### config.mk
export PLATFORM = sky130hd
export DESIGN_NAME = int_controller
export DESIGN_NICKNAME = d
export VERILOG_FILES = /design/src/rtl/int_controller.sv
export SDC_FILE = /design/constraint.sdc
export NUM_CORES = 1
export LEC_CHECK = 0
export BUFFER_PORTS_ARGS = -buffer_cell sky130_fd_sc_hd__buf_2
export CORE_MARGIN = 4
export CORE_UTILIZATION = 55
export CTS_CLUSTER_SIZE = 14
export DETAILED_ROUTE_END_ITERATION = 12
export GPL_TIMING_DRIVEN = 0
export PLACE_DENSITY = 0.88
export SYNTH_ARGS = -nofsm -noshare
export SYNTH_HDL_FRONTEND = slang
export SYNTH_SLANG_ARGS = --single-unit
### constraint.sdc
create_clock -name CLK -period 5.8 [get_ports CLK]
set_input_delay 0.29 -clock CLK [delete_from_list [all_inputs] [get_ports CLK]]
set_output_delay 0.29 -clock CLK [all_outputs]
set_load 0.005 [all_outputs]
### src/rtl/int_controller.sv
// Interrupt controller: per-source synchroniser, edge/level capture, mask and
// two-level priority onto INT0/INT1, plus a register port with a vector/ack read.
module int_controller #(
  parameter int N_INTS      = 7,
  parameter int SYNC_STAGES = 2
) (
  input  logic              CLK,
  input  logic              RESETN,
  input  logic [N_INTS-1:0] INTS,
  input  logic              CS,
  input  logic              RD,
  input  logic              WR,
  input  logic [2:0]        REG_ADDR,
  input  logic [15:0]       WDATA,
  output logic [15:0]       RDATA,
  output logic              INT0,
  output logic              INT1
);

  localparam logic [2:0] ADDR_ENABLE  = 3'd0;
  localparam logic [2:0] ADDR_MODE    = 3'd1;
  localparam logic [2:0] ADDR_PRIO    = 3'd2;
  localparam logic [2:0] ADDR_PENDING = 3'd3;
  localparam logic [2:0] ADDR_VECTOR  = 3'd4;
  localparam logic [2:0] ADDR_RAW     = 3'd5;

  // Stage 0 occupies the low N_INTS bits; the last stage is the top slice.
  logic [SYNC_STAGES*N_INTS-1:0] sync_reg;
  logic [N_INTS-1:0] prev_reg;
  logic [N_INTS-1:0] enable_reg;
  logic [N_INTS-1:0] mode_reg;
  logic [N_INTS-1:0] prio_reg;
  logic [N_INTS-1:0] pending_reg;
  logic [N_INTS-1:0] pending_next;

  logic [N_INTS-1:0] sync_s;
  logic [N_INTS-1:0] edge_set;
  logic [N_INTS-1:0] w1c;
  logic [N_INTS-1:0] vec_clr;
  logic [N_INTS-1:0] act;
  logic [N_INTS-1:0] act_hi;
  logic [N_INTS-1:0] act_lo;

  logic        wr_en;
  logic        rd_en;
  logic        vec_rd;
  logic        win_any;
  logic        win_hi;
  logic [3:0]  win_idx;
  logic [15:0] vector;
  logic [15:0] rdata_next;
  logic        unused_wdata;

  assign sync_s       = sync_reg[SYNC_STAGES*N_INTS-1 -: N_INTS];
  assign edge_set     = sync_s & ~prev_reg;
  assign wr_en        = CS & WR;
  assign rd_en        = CS & RD;
  assign vec_rd       = rd_en && (REG_ADDR == ADDR_VECTOR);
  assign act          = pending_reg & enable_reg;
  assign act_hi       = act & prio_reg;
  assign act_lo       = act & ~prio_reg;
  assign unused_wdata = ^WDATA;

  // Winner: lowest-numbered high-priority source, else lowest-numbered low one.
  always_comb begin
    win_any = |act;
    win_hi  = |act_hi;
    win_idx = 4'd0;
    for (int i = N_INTS - 1; i >= 0; i--) begin
      if (win_hi ? act_hi[i] : act_lo[i]) begin
        win_idx = 4'(i);
      end
    end
    vector = {win_any, win_hi, 10'd0, win_idx};
  end

  // Edge-mode bits: a new edge beats any clear in the same cycle.
  // Level-mode bits simply mirror the synchronised input.
  generate
    for (genvar gi = 0; gi < N_INTS; gi++) begin : g_src
      assign w1c[gi]     = wr_en && (REG_ADDR == ADDR_PENDING) && WDATA[gi];
      assign vec_clr[gi] = vec_rd && win_any && (win_idx == 4'(gi));
      assign pending_next[gi] = mode_reg[gi]
          ? (edge_set[gi] | (pending_reg[gi] & ~(w1c[gi] | vec_clr[gi])))
          : sync_s[gi];
    end
  endgenerate

  always_comb begin
    rdata_next = 16'd0;
    case (REG_ADDR)
      ADDR_ENABLE:  rdata_next = 16'(enable_reg);
      ADDR_MODE:    rdata_next = 16'(mode_reg);
      ADDR_PRIO:    rdata_next = 16'(prio_reg);
      ADDR_PENDING: rdata_next = 16'(pending_reg);
      ADDR_VECTOR:  rdata_next = vector;
      ADDR_RAW:     rdata_next = 16'(sync_s);
      default:      rdata_next = 16'd0;
    endcase
  end

  always_ff @(posedge CLK or negedge RESETN) begin
    if (!RESETN) begin
      sync_reg    <= '0;
      prev_reg    <= '0;
      enable_reg  <= '0;
      mode_reg    <= '0;
      prio_reg    <= '0;
      pending_reg <= '0;
      RDATA       <= 16'd0;
      INT0        <= 1'b0;
      INT1        <= 1'b0;
    end else begin
      sync_reg    <= {sync_reg[(SYNC_STAGES-1)*N_INTS-1:0], INTS};
      prev_reg    <= sync_s;
      pending_reg <= pending_next;
      INT1        <= |act_hi;
      INT0        <= |act_lo;
      if (wr_en) begin
        case (REG_ADDR)
          ADDR_ENABLE: enable_reg <= WDATA[N_INTS-1:0];
          ADDR_MODE:   mode_reg   <= WDATA[N_INTS-1:0];
          ADDR_PRIO:   prio_reg   <= WDATA[N_INTS-1:0];
          default:     ;
        endcase
      end
      if (rd_en) begin
        RDATA <= rdata_next;
      end
    end
  end

endmodule

==> results.toml <==
[yosys]
netlist_top_cells_count = "sky130_fd_sc_hd__dfrtp_1 (60), sky130_fd_sc_hd__nand2_1 (43), sky130_fd_sc_hd__mux2_2 (22)"
seq_area_frac_synth = 0.5460
yosys_register_bits = 60
mapped_area_mm2 = 0.002750
synth.top_cells.by_area = "sky130_fd_sc_hd__dfrtp_1 (55%), sky130_fd_sc_hd__mux2_2 (9.0%), sky130_fd_sc_hd__nand2_1 (5.9%), sky130_fd_sc_hd__mux4_2 (4.1%), sky130_fd_sc_hd__nand3_1 (2.0%)"
number_of_enable_type_register_cells_in_the_synthesized_netlist = 0
synth_flop_cell = "sky130_fd_sc_hd__dfrtp_1"
synth-warning-count = 0
async_set_or_reset_register_ratio_after_synthesis = 1.000
synthesis.area_per_instance_um2 = 11.56
synth_area_leader_cell = "sky130_fd_sc_hd__dfrtp_1"
synth.top_cell.area_share = 0.5460
yosysMostFrequentCell = "sky130_fd_sc_hd__dfrtp_1"
synthesis.instances = 238
synth.distinct_cells = 49

[route]
drt-initial-drc-count = 235
route.antenna.remaining_nets = 0
drc = 0
post_drt_via_cell_ratio = 5.753
detailedRoute.firstPassIterationCount = 5
vias = 2048
route.final.wire_length_um = 6112
avgRoutedWirePerCell_um = 17.17

[power]
leakage_nw = 1.494
p_per_area_mw_per_mm2 = 391.2
total_power_mw = 1.273
ir_worst_vdd_v = 0.0002182

[sta]
final.period_utilization = 0.3918
fin_crit_ns = 2.272
finalClockSkew_ns = 0.008117
rsz_0062_raised_after_global_routing = "false"
max_clock_freq_ghz = 0.4401
final-setup-viol-count = 0
totalNegativeSetupSlack_ns = 0
fin_worst_hold_slack_ns = 0.004823
max_slew_margin = 0.3191
transition_time_at_the_pin_with_the_least_slew_margin_ns = 1.013
maxSlewViolCount = 0
setup_slack_ns = 3.528
finalHoldViolCount = 0

[worst_setup_path]
cp.arrival_ns = 2.50
worst_setup_path_start_kind = "flop"
critical_path_peak_fanout = 8
critPathSlowestCell = "sky130_fd_sc_hd__o41ai_1"
timing.setup.critical_path_class = "reg -> reg"
critPathCaptureType = "flop"
cell_breakdown_of_the_critical_path = "nand3_2 > nand4_4 > o41ai_1 > a21boi_0 > o31a_2 > o2111ai_1 > nand2_1"
cp_data_required_time_ns = 6.03
timing.critical_path.slowest_cell_delay_ns = 0.72

[placement]
place_area_mm2 = 0.003002
portBuffers = 29
dp_slack_ns = 3.596
gp_congestion = 0.9579
detailed_place_hpwl_um = 4227

[clocking]
cts.reportedPaths.clkPinSlew_ns = 0.07
clock_insertion_delay_worst_skew_ns = 0.35
clockBufferDepth = 2
clock_tree_from_tritoncts = "built"
cts_post_setup_buffers_inserted = 0
post_cts_resized = 0
cts_made_buffers = 9
cts_root_buffer = "sky130_fd_sc_hd__clkbuf_8"
cts_num_sinks = 60
cts-htree-levels = 3
cts_hold_buf = 0

[die]
ioPinCount = 49
floorplan.die_area_mm2 = 0.006195
core_area_mm2 = 0.004786
start_util = 0.5746
dieHeight_um = 78.71
floorplan.rows = 25
die_w_um = 78.71

[global_route]
grt_start_max_net_pins = 61
global_route_wire_length_before_repair_um = 9839
number_of_antenna_violations_at_the_first_check_in_global_routing = 0
groute.usage.overall = 0.2134
vias_in_the_first_global_route = 1987
grt_remaining_overflow = 0

[cells_and_area]
fill_cells = 346
layout-area-overhead-vs-synth_pct = 18.33
drive_above_1_share = 0.3218
final_net_count = 315
multiInputGateArea_mm2 = 0.001162
design_area_mm2 = 0.003254
n_antenna_cell = 0
max_ffs_per_register = 14
regArea_mm2 = 0.001501

[flow_run]
max-cap-violations = 0

[hold_path]
hold_path.class = "in -> async"

[status]
status = "completed"
## final cells by class
class                           count  share of cell area
Sequential cell                    60              0.4614
Buffer                             16             0.02999
Inverter                            3            0.003460
Clock buffer                       12             0.04767
Clock inverter                      4             0.02922
Multi-Input combinational cell    165              0.3572
Tap cell                           67             0.02576
Timing Repair Buffer               29             0.04537
## power breakdown
group | leakage, nW | switching, mW | internal [mW]
Sequential | 0.724 | 0.0618 | 0.486
Clock | 0.127 | 0.158 | 0.308
Combinational | 0.643 | 0.133 | 0.126
## through the flow
stage	std cells	utilization
after floorplan	244	-
after global placement	340	0.6272
after detailed placement	340	0.6272
after CTS	356	0.6795
after global routing	356	0.6800
final	356	0.6800
## logic make-up (layout without fill, tap and decap cells)
kind of cell	count (synthesis)	after routing	share of synthesized area
buf+inv	19	64	0.03958
flops	60	60	0.5460
compound gates	44	44	0.1142
simple gates	85	85	0.1606
other cells	1	7	0.001364
mux	29	29	0.1383
## critical path: cells and delay by family, from the launching register on
family | cells | cell delay [ns]
AOI/OAI and AO/OA | 4 | 1.35
DFF | 1 | 0.43
and+or+nand+nor | 3 | 0.38
## layer usage
layer / share of wire / GRT usage / wire length, um / vias to the layer above
met2: 0.48 / 0.3200 / 2929 / 107
met1: 0.41 / 0.2877 / 2535 / 988
met4: 0.012 / 0.09965 / 72 / 0
met3: 0.094 / 0.06122 / 575 / 7
met5: 0 / 0 / 0 / -
li1: - / - / - / 946
## worst paths after layout
check | slack [ns] | start | endpoint | cells past startpoint
hold / removal | 0.005 | RESETN | pending_reg[3]$_DFF_PN0_ | 1
hold reg to reg | 0.35 | sync_reg[4]$_DFF_PN0_ | sync_reg[11]$_DFF_PN0_ | 0
setup reg to reg | 3.53 | prio_reg[2]$_DFFE_PN0P_ | pending_reg[2]$_DFF_PN0_ | 7
max in group asynchronous | 5.30 | RESETN | sync_reg[4]$_DFF_PN0_ | 1
min in group CLK | 0.05 | INTS[2] | sync_reg[2]$_DFF_PN0_ | 1
setup / recovery | 3.53 | prio_reg[2]$_DFFE_PN0P_ | pending_reg[2]$_DFF_PN0_ | 7
## layout by cell type, fill, tap and decap left out, drive strengths merged, types with 3 or more instances in the layout
cell	netlist	layout
mux4	5	5
nand2	43	43
conb	1	7
dfrtp	60	60
clkbuf	4	16
a22oi	4	4
inv	3	3
nor2b	3	3
bufinv	0	3
nand3	15	15
buf	12	41
mux2	22	22
and3	4	4
o22ai	3	3
nor2	6	6
o21ai	10	10
a21oi	7	7
Note: power is estimated with default switching activity, not from simulation.
